[config.mk]
export PLATFORM = sky130hd
export DESIGN_NAME = display_7seg
export DESIGN_NICKNAME = d
export VERILOG_FILES = /design/src/rtl/display_7seg.sv
export SDC_FILE = /design/constraint.sdc
export NUM_CORES = 1
export LEC_CHECK = 0
export BUFFER_PORTS_ARGS = -buffer_cell sky130_fd_sc_hd__buf_4
export CORE_AREA = 2 2 39 41
export DETAILED_ROUTE_END_ITERATION = 8
export DIE_AREA = 0 0 41 43
export PLACE_DENSITY = 0.8
export SETUP_SLACK_MARGIN = 0.4
export SYNTH_ARGS = -nofsm -noshare
export SYNTH_HDL_FRONTEND = slang
export SYNTH_SLANG_ARGS = --single-unit
[constraint.sdc]
create_clock -name clk -period 0.8 [get_ports clk]
set_input_delay 0.08 -clock clk [delete_from_list [all_inputs] [get_ports clk]]
set_output_delay 0.08 -clock clk [all_outputs]
set_load 0.01 [all_outputs]
[src/rtl/display_7seg.sv]
// Single-digit seven-segment driver with lamp test, blanking and ripple-blanking.
// Segment order on the internal vector is {a,b,c,d,e,f,g}, a in the MSB.
module display_7seg #(
  parameter bit ACTIVE_LOW_SEG = 1'b0,
  parameter bit HEX_EN         = 1'b1
) (
  input  logic       clk,
  input  logic       rst_n,
  input  logic [3:0] data,
  input  logic       dp_in,
  input  logic       blank,
  input  logic       lamp_test,
  input  logic       rbi,
  output logic       a,
  output logic       b,
  output logic       c,
  output logic       d,
  output logic       e,
  output logic       f,
  output logic       g,
  output logic       dp,
  output logic       rbo
);

  localparam int unsigned SEG_W = 7;

  logic [SEG_W-1:0] glyph_c;
  logic [SEG_W-1:0] seg_lit_c;
  logic             dp_lit_c;
  logic [SEG_W-1:0] seg_d, seg_q;
  logic             dp_d, dp_q;
  logic             rbo_d, rbo_q;

  // Active-high glyph lookup
  always_comb begin
    glyph_c = '0;
    unique case (data)
      4'd0:    glyph_c = 7'b1111110;
      4'd1:    glyph_c = 7'b0110000;
      4'd2:    glyph_c = 7'b1101101;
      4'd3:    glyph_c = 7'b1111001;
      4'd4:    glyph_c = 7'b0110011;
      4'd5:    glyph_c = 7'b1011011;
      4'd6:    glyph_c = 7'b1011111;
      4'd7:    glyph_c = 7'b1110000;
      4'd8:    glyph_c = 7'b1111111;
      4'd9:    glyph_c = 7'b1111011;
      4'd10:   glyph_c = HEX_EN ? 7'b1110111 : 7'b0000001;
      4'd11:   glyph_c = HEX_EN ? 7'b0011111 : 7'b0000001;
      4'd12:   glyph_c = HEX_EN ? 7'b1001110 : 7'b0000001;
      4'd13:   glyph_c = HEX_EN ? 7'b0111101 : 7'b0000001;
      4'd14:   glyph_c = HEX_EN ? 7'b1001111 : 7'b0000001;
      default: glyph_c = HEX_EN ? 7'b1000111 : 7'b0000001;
    endcase
  end

  // Override priority: blank > lamp test > ripple blank > normal decode
  always_comb begin
    seg_lit_c = glyph_c;
    dp_lit_c  = dp_in;
    rbo_d     = 1'b0;
    if (blank) begin
      seg_lit_c = '0;
      dp_lit_c  = 1'b0;
    end else if (lamp_test) begin
      seg_lit_c = '1;
      dp_lit_c  = 1'b1;
    end else if (rbi && (data == 4'd0)) begin
      seg_lit_c = '0;
      rbo_d     = 1'b1;
    end
  end

  // Polarity applied only at the register input; rbo stays active-high
  always_comb begin
    seg_d = seg_lit_c ^ {SEG_W{ACTIVE_LOW_SEG}};
    dp_d  = dp_lit_c ^ ACTIVE_LOW_SEG;
  end

  always_ff @(posedge clk or negedge rst_n) begin
    if (!rst_n) begin
      seg_q <= {SEG_W{ACTIVE_LOW_SEG}};
      dp_q  <= ACTIVE_LOW_SEG;
      rbo_q <= 1'b0;
    end else begin
      seg_q <= seg_d;
      dp_q  <= dp_d;
      rbo_q <= rbo_d;
    end
  end

  assign {a, b, c, d, e, f, g} = seg_q;
  assign dp  = dp_q;
  assign rbo = rbo_q;

endmodule

==> results.md <==
* Routed Wire Length at 1720 um
* Max VDD drop at 0.714 mV
* Final Max Slew Viols at 0
* Routed via count divided by cell count at 5.39
* Post-layout min period at 0.831 ns
* Number of unique standard cell types used by synthesis at 26
* Chip Width at 41 um
* Number of buffers inserted during clock tree synthesis at 3
* Initial antenna violation count at 0
* Global-route usage over all layers at 0.204
* Capture endpoint of the worst hold path: dp
* Total count of hold-check failures in the final report at 0
* Transition at the pin with the smallest max-transition slack at 0.261 ns
* Start-to-end type of the worst setup path: reg -> out
* Amount of wire on met3 after detailed routing at 91 um
* Total via count after detailed routing at 604
* Mean area per synthesized cell at 9.25 um2
* Cell with the biggest individual delay on the critical path: dfrtp_1
* Pin count of the biggest net entering global routing at 15
* Violated checks: setup timing
* Post-placement worst setup slack at -0.276 ns
* Starting utilization of the core area at 0.421
* Slowest stage delay, CP at 0.38 ns
* Num rows at 14
* Core region area at 0.00138 mm2
* DP Cell Count at 103
* Final ANT Viol Nets at 0
* Number of warnings reported in the yosys synthesis log at 0
* Type of element capturing the critical path: output port
* Layout cells sized above 1 at 0.646
* Critical hold path startpoint: dp_in
* WP buf/inv at 1
* Slew HR at 0.825
* Number of enable-type register cells in the synthesized netlist at 0
* Ys async rst share at 1.00
* Wire length of the first global-routing pass at 2440 um
* Net count reported at finish at 113
* Metal2 WL at 1010 um
* Primary FF master, synth: dfrtp_1
* Portion of synthesized cell area occupied by the leading cell type at 0.386
* Synthesized Nets at 79
* Fill cells at 83
* Tcrit/Tclk final at 1.04
* Library cell with the largest summed area after synthesis: dfrtp_1
* Launching element type of the critical path: register
* Floorplan die area at 0.00176 mm2
* Area taken by flip-flops and latches at ~230 um2
* Worst path setup slack after routing at -0.0310 ns
* RePlAce Congestion at 0.833
* P_leak at 0.481 nW
* Most frequent cell after synthesis: dfrtp_1
* Final count of negative-setup-slack endpoints at 9
* Outcome: finished with violations
* Die height at 43 um
* Clock tree from TritonCTS: yes
* Sinks on Clock Net at 9
* Data arrival at the endpoint of the critical path at approximately 0.75 ns
* RSZ-0062 raised after global routing: true
* Max Cap Viol at 0
* Hold Path Class: in -> reg
* Maximum root-to-sink buffer count at 2
* Clock slew seen by the registers of the worst setup and hold paths at 0.06 ns
* Total congestion overflow at 0
* Post-synthesis instance area at 583 um2
* Power per Cell Area at 1180 mW/mm2
* Dominant cells by area after synthesis: dfrtp_1 (39%), ha_1 (13%), a21oi_1 (5.2%), nor2_1 (4.5%), buf_6 (3.9%)
* Cell count after synthesis at between 60 and 70
* Layout Cells excl Fill at between 100 and 150
* Yosys reg bits at 9
* Area growth from synthesis to final layout at 91.2%
* Top achievable clock speed at 1200 MHz
* Drt drc at 0
* Total area of multi-input combinational cells at approximately 470 um2
* Cell chosen for the clock root: clkbuf_4
* Synth cell count leaders: dfrtp_1 (9), nor2_1 (7), a21oi_1 (6), ha_1 (6)
* IO Pins at 19
* WL per Instance at 15.4 um
* Top layer reached by signal wires: met4
* Count of buffers from port buffering at 18
* Share of the yosys chip area belonging to registers at 0.386
* Vias in the first global route at 557
* H-Tree Depth at 1
* Met1 Wirelength at 574 um
* Detailed placement HPWL at 1090 um
* Critical path required time at approximately 0.7 ns
* Worst hold path depth at 3
* Critical path cell sequence: buf_6
* Critical path peak fanout at 1
* Ant. Diodes at 0
* Initial drt markers at 2
* Number of iterations in the first detailed-routing pass at 3
* CP delay by family, top: flip-flops
[power by group]
part	internal [mW]	switching [mW]
Combinational	0.254	0.228
Clock	0.191	0.144
Sequential	0.485	0.0130
Total	0.930	0.385
[stage by stage]
stage	cell area, um2	TNS, ns	hold WS (ns)	power [mW]	utilization
after CTS	1040	-0.208	0.0400	1.26	0.753
after global placement	845	-1.74	-0.0977	0.826	0.610
after global routing	1110	-0.471	0.0795	1.38	0.806
after detailed placement	845	-1.87	-0.0942	0.835	0.610
final	1110	-0.185	0.0417	1.32	0.806
after floorplan	649	-0.0368	-0.216	0.670	-
[state kept, by name, indices dropped and copies added (netlist names)]
signal	cells
seg_q	7
dp	1
rbo	1
[cells in the final DEF (no fill, tap or decap), types with 2 or more instances in the layout]
master     n
buf_4     17
buf_6     11
dfrtp_1    9
nor2_1     5
a21oi_2    4
nand2_1    3
ha_4       3
clkbuf_4   3
buf_12     3
inv_1      2
nand2_2    2
a21boi_2   2
o21ai_1    2
a21oi_1    2
o211ai_1   2
nand3_2    2
ha_1       2
[cells by family after synthesis]
| kind of cell | count (synthesis) | share of synthesized area |
|---|---|---|
| compound gates | 19 | 0.219 |
| simple gates | 19 | 0.150 |
| flops | 9 | 0.386 |
| buf+inv | 8 | 0.0794 |
| fa+ha+maj | 6 | 0.129 |
| mux | 2 | 0.0365 |
[worst max-delay path by stage]
stage / startpoint / endpoint / slack [ns] / cells past startpoint
after floorplan: data[0] / seg_q[4] / -0.04 / 6
after global placement: data[0] / seg_q[6] / -0.28 / 7
after detailed placement: data[1] / seg_q[2] / -0.28 / 5
after CTS: seg_q[4] / c / -0.04 / 1
after global routing: seg_q[6] / a / -0.06 / 1
final: seg_q[4] / c / -0.03 / 1
[tightest hold or removal path, stage by stage]
cell,delay (ns)
buf_4,0.08
nor2_1,0.03
nor2_1,0.07
[cell type report]
type | instances | area share
flip-flops and latches | 9 | 0.202
multi-input cells | 46 | 0.423
well taps | 16 | 0.0180
inverters | 5 | 0.0449
repair buffers | 32 | 0.288
clock buffers | 4 | 0.0236
[metal layers]
layer	up-vias	global-route usage
li1	290	-
met1	286	0.198
met2	22	0.388
met3	6	0.0366
met4	0	0.0733
met5	-	0
[what timing repair did]
action | 4_1_cts | 5_1_grt
resized for setup | 36 | 6
hold buffers | 1 | 0
endpoints found under the setup margin | 17 | 17
setup buffers | 0 | 4
endpoints found under the hold margin | 9 | 0
pin swaps | 9 | 8
Power figures use the tool's default switching activity.
